===== config.mk =====
export PLATFORM = sky130hd
export DESIGN_NAME = sort_engine_run_loader
export DESIGN_NICKNAME = d
export VERILOG_FILES = /design/src/rtl/sort_engine_run_loader.sv
export SDC_FILE = /design/constraint.sdc
export NUM_CORES = 1
export LEC_CHECK = 0
export ABC_AREA = 1
export CELL_PAD_IN_SITES_DETAIL_PLACEMENT = 0
export CELL_PAD_IN_SITES_GLOBAL_PLACEMENT = 2
export CORE_MARGIN = 2
export CORE_UTILIZATION = 37
export CTS_CLUSTER_SIZE = 30
export DETAILED_ROUTE_END_ITERATION = 10
export PLACE_DENSITY = 0.79
export SLEW_MARGIN = 20
export SYNTH_ARGS = -nofsm -noshare
export SYNTH_HDL_FRONTEND = slang
export SYNTH_SLANG_ARGS = --single-unit

===== constraint.sdc =====
create_clock -name clk_i -period 3.8 [get_ports clk_i]
set_input_delay 1.14 -clock clk_i [delete_from_list [all_inputs] [get_ports clk_i]]
set_output_delay 1.14 -clock clk_i [all_outputs]
set_load 0.01 [all_outputs]

===== src/rtl/sort_engine_run_loader.sv =====
// Leaf feeder for the merge tree: spreads one stream of sorted runs across
// LANE_CNT run buffers and releases them together once the batch is loaded or flushed.
module sort_engine_run_loader #(
  parameter int DWIDTH   = 8,
  parameter int LANE_CNT = 16,
  parameter int RUN_LEN  = 4
) (
  input  logic                              clk_i,
  input  logic                              rst_n_i,
  input  logic [DWIDTH-1:0]                 data_in_i,
  input  logic                              data_in_val_i,
  output logic                              data_in_ready_o,
  input  logic                              flush_i,
  output logic [LANE_CNT-1:0][DWIDTH-1:0]   data_out_o,
  output logic [LANE_CNT-1:0]               data_out_val_o,
  input  logic [LANE_CNT-1:0]               data_out_ready_i,
  output logic                              drain_o
);

  localparam int LW = $clog2(LANE_CNT);
  localparam int SW = $clog2(RUN_LEN);
  localparam int PW = SW + 1;
  localparam int WW = LW + SW;
  localparam int TOTAL = LANE_CNT * RUN_LEN;

  typedef enum logic {FILL, DRAIN} state_t;

  state_t                                       r_state;
  logic [WW-1:0]                                r_wcnt;
  logic [LANE_CNT-1:0][PW-1:0]                  r_cnt;
  logic [LANE_CNT-1:0][PW-1:0]                  r_rd;
  logic [LANE_CNT-1:0][RUN_LEN-1:0][DWIDTH-1:0] r_mem;

  logic                        w_in_xfer;
  logic                        w_last;
  logic                        w_flush;
  logic                        w_all_empty;
  logic [LW-1:0]               w_wlane;
  logic [SW-1:0]               w_wslot;
  logic [LANE_CNT-1:0]         w_val;
  logic [LANE_CNT-1:0]         w_pop;
  logic [LANE_CNT-1:0][PW-1:0] w_rd_nxt;

  // The write counter doubles as the lane/slot address of the next word.
  assign w_wlane   = r_wcnt[WW-1:SW];
  assign w_wslot   = r_wcnt[SW-1:0];
  assign w_in_xfer = (r_state == FILL) && data_in_val_i;
  assign w_last    = w_in_xfer && (r_wcnt == WW'(TOTAL - 1));
  assign w_flush   = (r_state == FILL) && flush_i && ((r_wcnt != '0) || w_in_xfer);

  assign data_in_ready_o = (r_state == FILL);
  assign drain_o         = (r_state == DRAIN);
  assign data_out_val_o  = w_val;

  always_comb begin
    w_val       = '0;
    w_pop       = '0;
    w_rd_nxt    = r_rd;
    w_all_empty = 1'b1;
    data_out_o  = '0;
    for (int l = 0; l < LANE_CNT; l++) begin
      w_val[l]      = (r_state == DRAIN) && (r_rd[l] < r_cnt[l]);
      w_pop[l]      = w_val[l] && data_out_ready_i[l];
      w_rd_nxt[l]   = r_rd[l] + {{(PW-1){1'b0}}, w_pop[l]};
      if (w_rd_nxt[l] < r_cnt[l]) w_all_empty = 1'b0;
      // A fully drained lane has rd=RUN_LEN; its low bits alias slot 0, masked by val=0.
      data_out_o[l] = r_mem[l][r_rd[l][SW-1:0]];
    end
  end

  always_ff @(posedge clk_i or negedge rst_n_i) begin
    if (!rst_n_i) begin
      r_state <= FILL;
      r_wcnt  <= '0;
      r_cnt   <= '0;
      r_rd    <= '0;
      r_mem   <= '0;
    end else begin
      case (r_state)
        FILL: begin
          if (w_in_xfer) begin
            r_mem[w_wlane][w_wslot] <= data_in_i;
            r_cnt[w_wlane]          <= r_cnt[w_wlane] + PW'(1);
            r_wcnt                  <= r_wcnt + WW'(1);
          end
          if (w_last || w_flush) r_state <= DRAIN;
        end
        DRAIN: begin
          r_rd <= w_rd_nxt;
          if (w_all_empty) begin
            r_state <= FILL;
            r_wcnt  <= '0;
            r_cnt   <= '0;
            r_rd    <= '0;
          end
        end
        default: r_state <= FILL;
      endcase
    end
  end

endmodule


# --- Word level (Yosys, flattened, before mapping) ---
# Index checks and enable logic that the tools add are counted.
word_totals:
  reg_bits: 615
  input_bits: 28
  output_inout_bits: 146
classes:
  n_addsub: 18
  n_lt_le_gt_ge: 52
  n_eq_ne: 3
  muxes: 68
  n_bitwise: 1
  n_reduce_logical: 43
ops:
  columns: ["op", "count"]
  rows:
  - ["bitwise mux 512 bit", 1]
  - ["binary-select mux 8 bit (select 2 bit)", 16]
  - ["2-to-1 mux 48 bit", 3]
  - ["2-to-1 mux 8 bit", 17]
  - ["demux 32 bit (select 4 bit)", 1]
  - ["< comparator 3 bit", 32]
  - ["case mux 48 bit (2 select lines)", 1]
  - ["< comparator 2 x 3 -> 1 bit (second input constant)", 17]
  - ["adder 3 x 1 -> 3 bit", 16]
  - ["bitwise mux 48 bit", 1]
  - ["logical AND 1 bit", 38]
  - ["2-to-1 mux 32 bit", 1]
  - ["2-to-1 mux 1 bit", 18]
  - ["demux 8 bit (select 2 bit)", 1]
  - ["binary-select mux 3 bit (select 4 bit)", 1]
  - ["demux 3 bit (select 4 bit)", 1]
  - ["2-to-1 mux 6 bit", 2]
  - ["case mux 6 bit (2 select lines)", 1]
  - ["adder 6 x 1 -> 6 bit (second input constant)", 1]
  - ["== test 6 bit (second input constant)", 1]
  - ["2-to-1 mux 3 bit", 2]
  - ["nonzero test 6 bit", 1]
  - ["< comparator 4 x 5 -> 1 bit (second input constant)", 1]
  - [">= comparator 4 x 1 -> 1 bit (second input constant)", 1]
  - ["7 further kinds", 10]

# --- Longest topological paths before layout ---
# Gate-level depths: netlist of the first run.
depth:
  ltp_word: 23
  depth_mapped: 23

# --- Worst setup path after synthesis of the first run ---
# No wires, ideal clock.
synth_path:
  kind: "flip-flop to flip-flop"
  startpoint: "register r_state, in the netlist drain_o"
  endpoint: "register r_cnt[13] (netlist name)"
  setup_time_ns: 0.118
  arrival_time_ns: 3.615
  required_ns: 3.682
  setup_slack_ns: 0.067
  path_stages_with_launch: 22
  n_path_buf: 4
  period_less_slack_ns: 3.733
  path_cell_list: "dfrtp_1 buf_2 inv_1 clkbuf_1 buf_2 a2111oi_1 and2_1 ha_1 ha_1 xor2_1 ha_1 a21oi_1 nand2_1 nand2_1 inv_1 nand2_1 nor2_1 nand3_1 clkbuf_1 nand2_1 nand3_1 nand2_1"
synth_via:
  elab_cells_between_ends: 86
  cone_classes: "add/sub (16); order compare (16); eq/ne (2); mux (17); bitwise (1); reduce/logical (34)"
synth_rtl:
  columns: ["item", "line", "text"]
  rows:
  - ["start: declaration", "28", "state_t r_state;"]
  - ["start signal: assignment", "73", "r_state <= FILL;"]
  - ["start signal: assignment", "86", "if (w_last || w_flush) r_state <= DRAIN;"]
  - ["start signal: assignment", "91", "r_state <= FILL;"]
  - ["logical AND 1 bit", "62", "w_val[l] = (r_state == DRAIN) && (r_rd[l] < r_cnt[l]);"]
  - ["net data_out_val_o[12]", "15", "output logic [LANE_CNT-1:0] data_out_val_o,"]
  - ["logical AND 1 bit", "63", "w_pop[l] = w_val[l] && data_out_ready_i[l];"]
  - ["adder 3 x 1 -> 3 bit", "64", "w_rd_nxt[l] = r_rd[l] + {{(PW-1){1'b0}}, w_pop[l]};"]
  - ["< comparator 3 bit", "65", "if (w_rd_nxt[l] < r_cnt[l]) w_all_empty = 1'b0;"]
  - ["2-to-1 mux 1 bit (4 in a row)", "65", null]
  - ["!= test 2 x 1 -> 1 bit (no line)", null, null]
  - ["AND reduction 2 bit (no line)", null, null]
  - ["end signal: indexed assignment", "83", "r_cnt[w_wlane] <= r_cnt[w_wlane] + PW'(1);"]
  - ["end: declaration", "30", "logic [LANE_CNT-1:0][PW-1:0] r_cnt;"]
# The timed path passes the listed nets, and every way through them passes these cells.
# A chain may end at the register's enable or synchronous reset.

# --- Worst setup path in the final report of the first run ---
layout_path:
  startpoint: "register r_cnt[10] (netlist name)"
  endpoint: "output data_out_val_o[3]"
layout_via:
  elab_chain_len: 2
layout_lines:
  columns: ["item", "line"]
  rows:
  - ["< comparator 3 bit", "62"]
  - ["logical AND 1 bit", "62"]
  - ["end: declaration", "15"]
# No other way between the ends.

==> impl_results.md, run 1 <==
- Crit path kind: flip-flop to output pin
- DR pass1 iterations: 6
- Critical Path Sink Type: output pin
- RePlAce Congestion: 0.847
- IO buf count: 173
- Worst r2r src: r_rd[44]
- DRC: 0
- First-pass GRT wire length: 142,000 microns
- Setup slack at placement: -396 ps
- Sequential share of power: 38.3%
- Mean Syn Cell Area: 8.62 sq um
- Final Hold Vio Count: 0
- Clk_lat worst skew: 620 ps
- Vias per cell: 5.26
- Cts hold-fix bufs: 0
- Worst setup margin: 65.5 ps
- Tmin final: 3730 ps
- Syn Std Cell Area: 0.0292 sq mm
- Placed Cells: 4,547
- HP Class: flip-flop to flip-flop
- Die Height: 285 microns
- Worst Tran Pin Value: 902 ps
- Share of layout cells above drive strength 1: 12.2%
- Result of the run: complete, no violations
- Diodes inserted: 0
- CTS tree: yes
- Post-synth cell types: 33
- Register area: 0.0154 sq mm
- Clock-pin slew on the worst setup and hold paths: 50 ps
- Worst Path Max Fanout: 2
- Iteration-0 DRC Markers: 1,770
- Hpwl dp: 59,500 microns
- R2r worst-path depth: 21
- Mapped Nets: 3,512
- Clock Power Share: 37.9%
- P per Cell Area: 536 mW/mm^2
- Via Count: 24,700
- Per-cell routed wire length: 19.1 microns
- Chip width: 285 microns
- Combined area of the multi-input logic cells: 0.0126 sq mm
- Site Rows: 102
- Max Slew Vio Count: 0
- Total GRT Usage: 21.9%
- Initial antenna violation count: 1
- Clk buf depth: 3
- TNS Setup: 0 ps
- Syn. warnings: 0
- Worst hold path depth: 2
- Max Freq: 268 MHz
- GR Overflow Total: 0
- Final WL: 89,700 microns
- P_int: 13.1 mW
- R2r endpoint: r_cnt[32]
- Switching pwr: 5.98 mW
- LEAKAGE: 16.7 nW
- Fillers: 7,539
- Hold wc startpoint: r_mem[461]
- Starting Density: 37.5%
- Synthesized instance count: 3,383
- CP Launch Point: r_cnt[10]
- Max Cap Viol: 0
- Core area: 0.0777 sq mm
- I/O pin count: 174
- Final Core Density: 45.8%
- Hold path endpoint: r_mem[461]
- Reg2Reg Setup Slack: 220 ps
- Slew headroom: 39.9%
- Final setup fails: 0
- WP data arrival: 2590 ps
- Largest net degree at the start of global routing: 88
- Startpoint types: flip-flop
- Worst path required time: 2660 ps
- H-tree depth: 3
- Comb power frac: 23.8%
- Yosys reg bits: 615
- Total power draw: 19.1 mW
- CTS Buf Count: 72
- Area grow syn2layout: 22.1%
- VDD IR max: 371 uV
- NumNets Final: 3,728
- Vias in the first global route: 24,600
- Finished Layout Cells: 4,690
- CTS root buf: clkbuf_16
- Total clock sinks: 615
- Routed Antenna Nets: 0
- Full die area: 0.0811 sq mm
- Seq/Total Area, Yosys: 52.8%
- Final period util: 98.3%
- Clock Skews: 19.4 ps
- Net Sw Frac: 31.4%
-- state kept, by name (all words and copies together) (netlist names) --
name and flops:
r_rd 48, r_cnt 48, r_mem 512, r_wcnt 6, drain_o 1
-- per-layer routing --
metal | vias up | part of all wire [%] | global-route usage (%)
li1 | 11900 | - | -
met1 | 12100 | 46 | 30.4
met2 | 561 | 48 | 36.0
met3 | 139 | 4.6 | 2.89
met4 | 0 | 2.2 | 6.25
met5 | - | 0 | 0
-- layout by cell type, fill, tap and decap left out, types with 4 or more instances in the layout --
| cell | instances |
|---|---|
| nand2_1 | 791 |
| dfrtp_1 | 613 |
| o21ai_1 | 455 |
| o21ai_0 | 345 |
| nor2_1 | 282 |
| clkdlybuf4s50_1 | 171 |
| o22ai_1 | 168 |
| buf_4 | 125 |
| inv_1 | 111 |
| nand3_1 | 100 |
| ha_1 | 89 |
| clkbuf_16 | 76 |
| inv_2 | 43 |
| nand2_2 | 40 |
| a21oi_1 | 29 |
| clkbuf_8 | 21 |
| buf_12 | 20 |
| nor2_4 | 16 |
| nand2_4 | 16 |
| nor2_2 | 13 |
| xor2_1 | 12 |
| a2111oi_2 | 11 |
| and2_1 | 11 |
| clkbuf_1 | 11 |
| ha_4 | 9 |
| clkinv_2 | 7 |
| bufinv_16 | 7 |
| and2_4 | 5 |
| xor2_2 | 5 |
| nand4_1 | 5 |
| a22oi_1 | 5 |
| a21oi_2 | 4 |
| a2111oi_4 | 4 |
| nor2_8 | 4 |
| clkinv_8 | 4 |
-- worst max path at each step --
stage | endpoint | slack [ps] | cells past startpoint
floorplan | r_cnt[13] | 70 | 21
global placement | r_cnt[21] | -350 | 15
detailed placement | r_cnt[21] | -400 | 15
CTS | r_cnt[21] | -5 | 20
global route | r_cnt[4] | -20 | 22
finish | data_out_val_o[3] | 70 | 8
-- final cells by class --
cell class | count | area share, %
multi-input cells | 2431 | 35.5
clock buffers | 105 | 6.06
repair buffers | 324 | 8.95
inverters | 155 | 1.64
well taps | 1040 | 3.66
flip-flops and latches | 615 | 43.2
clock inverters | 20 | 0.921
-- power by group through the flow --
stage	sequential [mW]	clock [mW]	combinational, mW
2_1_floorplan	7.33	0	2.17
3_3_place_gp	7.39	0	4.11
3_5_place_dp	7.40	0	4.18
4_1_cts	7.29	7.44	4.20
5_1_grt	7.35	7.70	4.92
6_report	7.30	7.23	4.54
-- cell usage after synthesis --
cell type	instances	area, sq um
nand4_1	5	31.3
nor2_1	285	1070
nor2_2	12	75.1
a2111oi_2	2	30.0
a22oi_2	1	12.5
nand3_1	102	510
buf_6	20	225
buf_4	1	7.51
a22oi_1	5	37.5
o21ai_0	349	1750
nor2_8	4	80.1
nand2_2	37	231
nor3_1	1	5.00
o22ai_1	168	1050
xor2_1	17	149
inv_1	123	462
nand3b_1	1	7.51
nand2_1	794	2980
buf_1	1	3.75
clkbuf_1	110	413
a2111oi_0	9	78.8
clkinv_1	8	30.0
nand2_4	16	180
and2_1	17	106
a211oi_1	1	7.51
dfrtp_1	615	15400
a21oi_1	33	165
inv_2	24	90.1
nor2_4	14	158
o21ai_1	452	2260
ha_1	101	1260
buf_2	50	250
a2111oi_1	5	50.1
-- logic make-up after synthesis --
logic type	Yosys count	synth area share, %
buffers and inverters	337	5.08
AO/OA/AOI/OAI	1025	18.7
AND/OR/NAND/NOR	1288	18.6
adder cells (fa/ha/maj)	101	4.33
XOR/XNOR	17	0.511
flip-flops	615	52.8
-- what timing repair did --
item                       in CTS  in global routing
setup endpoints to repair     104                114
cloned                          0                  3
setup buffers                   0                 15
pin swaps                       0                 14
gates resized for setup        10                 78
-- critical path, stage by stage (launching register included) --
cell             delay [ps]
dfrtp_1                 360
inv_1                    70
ha_1                    280
nand2_1                  70
a21oi_1                  40
a2111oi_2               320
buf_4                   210
buf_4                   110
clkdlybuf4s50_1         520
-- metrics by stage --
step,hold slack (ps),instance area [sq um]
finish,477,35600
global route,495,35600
floorplan,448,29200
CTS,482,35100
detailed placement,468,32500
global placement,463,32500
Note: power is estimated with default switching activity, not from simulation.
==> run 2: changes to the inputs <==
Settings changed: ABC_AREA 1 to unset, CORE_UTILIZATION 37 to 43, CTS_CLUSTER_DIAMETER set to 30, RECOVER_POWER set to 100.
==> impl_results.md, run 2 <==
- Biggest register: r_mem (unchanged)
- Clk buf depth: 3 (unchanged)
- LEAKAGE: 18.1 nW (was 16.7 nW)
- Crit path kind: flip-flop to output pin (unchanged)
- Routed Antenna Nets: 0 (unchanged)
- Syn. warnings: 0 (unchanged)
- Ys flop type: dfrtp_1 (unchanged)
- Tmin final: 3720 ps (was 3730 ps)
- Vias in the first global route: 20,200 (was 24,600)
- First-pass GRT wire length: 118,000 microns (was 142,000 microns)
- Diodes inserted: 0 (unchanged)
- Crit-path leading delay family: buffers and inverters (unchanged)
- Final period util: 97.8% (was 98.3%)
- Cell chain of the critical path: inv_1, ha_1, a21o_1, a211oi_2, clkbuf_4, clkdlybuf4s50_1 (was inv_1, ha_1, nand2_1, a21oi_1, a2111oi_2, buf_4, buf_4, clkdlybuf4s50_1)
- Hpwl dp: 49,700 microns (was 59,500 microns)
- Site Rows: 95 (was 102)
- CTS root buf: clkbuf_16 (unchanged)
- Mapped Nets: 2,159 (was 3,512)
- CTS Buf Count: 146 (was 72)
- Chip width: 264 microns (was 285 microns)
- Placed Cells: 3,078 (was 4,547)
- Post-synth EDFFs: 0 (unchanged)
- DRC: 0 (unchanged)
- Max Cap Viol: 1 (was 0)
- Synthesized instance count: 2,030 (was 3,383)
- Full die area: 0.0697 sq mm (was 0.0811 sq mm)
- GR Overflow Total: 0 (unchanged)
- Top-count cell post-synth: dfrtp_1 (was nand2_1)
- Failing checks: max-capacitance violations, max-slew violations
- Startpoint types: flip-flop (unchanged)
- WP data arrival: 2580 ps (was 2590 ps)
- Iteration-0 DRC Markers: 963 (was 1,770)
- Worst Path Max Fanout: 3 (was 2)
- Slowest stage delay, CP: 530 ps (was 520 ps)
- Area leader, netlist: dfrtp_1 (unchanged)
- Worst Tran Pin Value: 1830 ps (was 902 ps)
- Initial antenna violation count: 0 (was 1)
- Final WL: 76,100 microns (was 89,700 microns)
- Max reg flops: 512 (unchanged)
- HP Class: flip-flop to flip-flop (unchanged)
- Hold_ws: 489 ps (was 477 ps)
- Seq/Total Area, Yosys: 52.9% (was 52.8%)
- Synth top area cells: dfrtp_1 (53%), mux2_2 (20%), mux4_2 (11%) (was dfrtp_1 (53%), nand2_1 (10%), o21ai_1 (7.8%))
- Max Freq: 269 MHz (was 268 MHz)
- Area grow syn2layout: 29.1% (was 22.1%)
- Per-cell routed wire length: 22.7 microns (was 19.1 microns)
- Most common cell after layout, fill and taps aside: dfrtp_1 (was nand2_1)
- Critical Path Sink Type: output pin (unchanged)
- Cell area after layout: 0.0375 sq mm (was 0.0356 sq mm)
- Area share of the largest cell type after synthesis: 52.9% (was 52.8%)
- Total clock sinks: 615 (unchanged)
- CTS tree: yes (unchanged)
- IO buf count: 173 (unchanged)
- Clk_lat worst skew: 720 ps (was 620 ps)
- Clock Skews: 32.8 ps (was 19.4 ps)
- Vias per cell: 5.50 (was 5.26)
- Combined area of the multi-input logic cells: 0.0131 sq mm (was 0.0126 sq mm)
- Clock-pin slew on the worst setup and hold paths: 40 ps (was 50 ps)
- Fillers: 5,527 (was 7,539)
- Post-synth cell types: 44 (was 33)
- RePlAce Congestion: 0.843 (was 0.847)
- Via Count: 18,400 (was 24,700)
- Die Height: 264 microns (was 285 microns)
- Total power draw: 26.1 mW (was 19.1 mW)
- Finished Layout Cells: 3,350 (was 4,690)
- Final setup fails: 0 (unchanged)
- Buffer and inverter count on the worst path: 3 (was 4)
- Share of layout cells above drive strength 1: 42.6% (was 12.2%)
- Post-synth top cells: dfrtp_1 (615), mux2_2 (507), nand2_1 (158) (was nand2_1 (794), dfrtp_1 (615), o21ai_1 (452))
- NumNets Final: 2,490 (was 3,728)
- Final Hold Vio Count: 0 (unchanged)
- Cts hold-fix bufs: 0 (unchanged)
- Worst path required time: 2660 ps (about the same)
- Ys async rst share: 100% (unchanged)
- Max Slew Vio Count: 65 (was 0)
- Total GRT Usage: 22.3% (was 21.9%)
- Yosys reg bits: 615 (unchanged)
- P per Cell Area: 695 mW/mm^2 (was 536 mW/mm^2)
- Core area: 0.0670 sq mm (was 0.0777 sq mm)
- Largest net degree at the start of global routing: 89 (was 88)
- Register area: 0.0154 sq mm (about the same)
- Mean Syn Cell Area: 14.3 sq um (was 8.62 sq um)
- Syn Std Cell Area: 0.0291 sq mm (was 0.0292 sq mm)
- Dpl cell area: 0.0325 sq mm (about the same)
- Starting Density: 43.4% (was 37.5%)
- Final Core Density: 56.0% (was 45.8%)
- Largest registers: r_mem: 512 flops, r_cnt: 48 flops, r_rd: 48 flops (unchanged)
- DR pass1 iterations: 4 (was 6)
- Slew headroom: -22.1% (was 39.9%)
- Worst setup margin: 82.1 ps (was 65.5 ps)
- H-tree depth: 4 (was 3)
- Max stage delay cell, worst path: clkdlybuf4s50_1 (unchanged)
- Most frequent cells in the layout: dfrtp_1 (614), mux2_2 (506), nand2_1 (170), clkdlybuf4s50_1 (154), clkbuf_16 (151) (was nand2_1 (791), dfrtp_1 (613), o21ai_1 (455), o21ai_0 (345), nor2_1 (282))
- Result of the run: finished, violations left (was complete, no violations)
- TNS Setup: 0 ps (unchanged)
- VDD IR max: 372 uV (was 371 uV)
- Setup slack at placement: -604 ps (was -396 ps)
- I/O pin count: 174 (unchanged)
## run 2: cell types whose count changed after synthesis, sizes merged, moves of 107 or more
cell   before  now
o21ai     801    8
nand2     847  170
mux2        0  512
nor2      315   24
mux4        0  142
o22ai     168   53
inv       147   40
## run 2: repair_timing
action,CTS,global route
setup endpoints to repair,109,111
pin swaps,1,12
buffers inserted,1,5
resized for setup,14,17
cloned,0,2
## run 2: metal layers
metal	vias to the layer above	part of all wire, %	track usage, %
li1	8223	-	-
met1	9599	43	28.9
met2	453	50	36.7
met3	135	4.4	4.65
met4	0	2.8	9.00
met5	-	0	0
## run 2: cell type report
class / instances / share of cell area (%)
Clock buffer: 196 / 11.1
Clock inverter: 68 / 2.44
Inverter: 41 / 0.410
Multi-Input combinational cell: 1244 / 34.9
Sequential cell: 615 / 41.0
Tap cell: 873 / 2.91
Timing Repair Buffer: 313 / 7.27
## run 2: final timing paths
path                                 endpoint  slack (ps)  depth (start not counted)  startpoint
max                        data_out_val_o[11]          80                          6   r_cnt[34]
min                                 r_mem[36]         490                          1   r_mem[36]
max reg2reg                          r_cnt[4]         130                         17   r_cnt[46]
min reg2reg                         r_mem[36]         490                          1   r_mem[36]
max in group asynchronous          r_mem[137]         630                          2     rst_n_i
min in group asynchronous          r_mem[481]         950                          1     rst_n_i
## run 2: cells by family (layout without fill, tap and decap cells)
logic type,after synthesis,count (layout),synth area share [%]
AOI/OAI and AO/OA,162,162,3.90
xor gates and xnor gates,22,22,0.663
adders and majority gates,101,101,4.35
buffers and inverters,171,618,2.26
DFF,615,615,52.9
muxes,657,657,30.9
and+or+nand+nor,302,302,4.95
## run 2: report_power, final
part	switching (mW)	internal, mW
clock	3.94	8.64
combinational	3.08	2.71
sequential	0.512	7.21
## run 2: worst reg2reg max path, cell delays in order, from the launching register on
cell	delay, ps
dfrtp_1	390
inv_2	80
ha_1	300
a21o_1	170
a211oi_2	200
and2_1	160
ha_1	140
ha_2	190
xor2_1	80
ha_2	320
o22ai_1	130
nor2_1	240
nand4_1	140
a2111o_1	350
nor3_2	200
buf_6	170
buf_4	210
o31ai_1	90
==> run 3: changes to the inputs <==
==> constraint.sdc (replaced) <==
create_clock -name clk_i -period 3.8 [get_ports clk_i]
set_input_delay 1.14 -clock clk_i [delete_from_list [all_inputs] [get_ports clk_i]]
set_output_delay 1.14 -clock clk_i [all_outputs]
set_load 0.05 [all_outputs]
==> impl_results.md, run 3 (synthesis results as in run 2) <==
- Crit path kind: flip-flop to output pin (unchanged)
- Total GRT Usage: 22.7% (was 22.3%)
- Worst setup margin: 84.3 ps (was 82.1 ps)
- Diodes inserted: 0 (unchanged)
- Vias per cell: 5.55 (was 5.50)
- RSZ-0062 raised after global routing: yes
- Final setup fails: 0 (unchanged)
- P per Cell Area: 725 mW/mm^2 (was 695 mW/mm^2)
- Largest net degree at the start of global routing: 78 (was 89)
- Initial antenna violation count: 0 (unchanged)
- I/O pin count: 174 (unchanged)
- First-pass GRT wire length: 121,000 microns (was 118,000 microns)
- H-tree depth: 4 (unchanged)
- Clock Skews: 27.4 ps (was 32.8 ps)
- LEAKAGE: 18.8 nW (was 18.1 nW)
- Max Cap Viol: 5 (was 1)
- Full die area: 0.0697 sq mm (unchanged)
- Biggest register: r_mem (unchanged)
- DRC: 0 (unchanged)
- Hpwl dp: 51,000 microns (was 49,700 microns)
- Total clock sinks: 615 (unchanged)
- CTS tree: yes (unchanged)
- Worst Tran Pin Value: 1620 ps (was 1830 ps)
- Routed Antenna Nets: 0 (unchanged)
- Via Count: 18,700 (was 18,400)
- Final Hold Vio Count: 0 (unchanged)
- Setup slack at placement: -506 ps (was -604 ps)
- Met2 Usage GRT: 36.4% (was 36.7%)
- Max Slew Vio Count: 186 (was 65)
- TNS Setup: 0 ps (unchanged)
- GR Overflow Total: 0 (unchanged)
- Max Freq: 269 MHz (about the same)
- Clock-pin slew on the worst setup and hold paths: 50 ps (was 40 ps)
- Die Height: 264 microns (unchanged)
- CTS Buf Count: 141 (was 146)
- Per-cell routed wire length: 22.9 microns (was 22.7 microns)
- Final WL: 77,300 microns (was 76,100 microns)
- Cell chain of the critical path: buf_4, mux4_2, clkdlybuf4s50_1 (was inv_1, ha_1, a21o_1, a211oi_2, clkbuf_4, clkdlybuf4s50_1)
- Slew headroom: -8.17% (was -22.1%)
- HP Class: flip-flop to flip-flop (unchanged)
- Slowest stage delay, CP: 730 ps (was 530 ps)
- WP data arrival: 2580 ps (about the same)
- Most common cell after layout, fill and taps aside: dfrtp_1 (unchanged)
- Starting Density: 43.4% (unchanged)
- Iteration-0 DRC Markers: 1,104 (was 963)
- Cts hold-fix bufs: 0 (unchanged)
- Clk_lat worst skew: 710 ps (was 720 ps)
- Site Rows: 95 (unchanged)
- Tmin final: 3720 ps (about the same)
- Largest registers: r_mem: 512 flops, r_cnt: 48 flops, r_rd: 48 flops (unchanged)
- Max reg flops: 512 (unchanged)
- Failing checks: max-capacitance violations, max-slew violations (unchanged)
- IO buf count: 173 (unchanged)
- Most frequent cells in the layout: dfrtp_1 (613), mux2_2 (506), nand2_1 (170), clkbuf_16 (148), mux4_2 (142) (was dfrtp_1 (614), mux2_2 (506), nand2_1 (170), clkdlybuf4s50_1 (154), clkbuf_16 (151))
- Final Core Density: 57.3% (was 56.0%)
- GRT met3 Usage: 5.35% (was 4.65%)
- RePlAce Congestion: 0.845 (was 0.843)
- Worst path required time: 2660 ps (about the same)
- Critical Path Sink Type: output pin (unchanged)
- CTS root buf: clkbuf_16 (unchanged)
- Routing usage on met1: 30.4% (was 28.9%)
- Chip width: 264 microns (unchanged)
- Share of layout cells above drive strength 1: 44.5% (was 42.6%)
- Core area: 0.0670 sq mm (unchanged)
- Result of the run: finished, violations left (unchanged)
- Busiest grt layer: met2 (unchanged)
- Startpoint types: flip-flop (unchanged)
- Final period util: 97.8% (about the same)
- NumNets Final: 2,518 (was 2,490)
- Area grow syn2layout: 32.1% (was 29.1%)
- Vias in the first global route: 20,300 (was 20,200)
- DR pass1 iterations: 5 (was 4)
- VDD IR max: 587 uV (was 372 uV)
- Clk buf depth: 3 (unchanged)
- Worst Path Max Fanout: 10 (was 3)
- Max stage delay cell, worst path: clkdlybuf4s50_1 (unchanged)
[run 3: cell count changes in the layout (fill, tap and decap cells not counted), sizes merged]
cell           before  now
buf               104  151
bufbuf              0    1
bufinv             14   21
clkbuf            241  234
clkdlybuf4s50     154  110
clkinv             39   31
clkinvlp            8   13
dlygate4sd2         0    3
dlygate4sd3         8    1
dlymetal6s2s        2   33
inv                48   46
[run 3: worst paths after layout]
kind,from,to,slack (ps),cells past startpoint
worst max-delay path,r_rd[27],data_out_o[72],80,3
worst min-delay path,r_mem[55],r_mem[55],490,1
worst max register to register,r_cnt[22],r_cnt[12],80,18
worst min register to register,r_mem[55],r_mem[55],490,1
max in group asynchronous,rst_n_i,r_mem[141],490,3
min in group asynchronous,rst_n_i,r_mem[487],820,1
[run 3: what timing repair did]
action	in CTS	in global routing
endpoints found under the setup margin	65	130
buffers inserted	4	8
gates cloned	1	4
gates resized for setup	8	76
pin swaps	4	16
[run 3: through the flow]
stage,area [sq um],cells,power [mW],hold slack (ps)
2_1_floorplan,29300,2030,11.9,459
3_3_place_gp,33100,3102,14.7,470
3_5_place_dp,33100,3102,14.9,481
4_1_cts,38300,3364,27.8,373
5_1_grt,38400,3376,29.0,504
6_report,38400,3376,27.8,493
[run 3: critical path, delay by kind of cell, from the launching register on]
kind	cells	cell delay (ps)
flops	1	330
mux	1	590
buf+inv	2	960
[run 3: area by class of cell]
cell class	count	area, sq um
Sequential cell	615	15400
Multi-Input combinational cell	1244	13400
Tap cell	873	1090
Timing Repair Buffer	346	3290
Clock buffer	187	4060
Inverter	41	159
Clock inverter	70	1050
Fill cell	5374	28600
[run 3: report_power, final]
part	internal, mW	total, mW	switching [mW]
registers	7.21	7.73	0.521
clock network	8.91	12.8	3.85
logic	3.32	7.34	4.02
[run 3: layer usage]
| metal | part of all wire (%) | wire, microns |
|---|---|---|
| met5 | 0 | 0 |
| met4 | 2.3 | 1750 |
| met3 | 4.7 | 3610 |
| met2 | 49 | 37700 |
| met1 | 44 | 34200 |
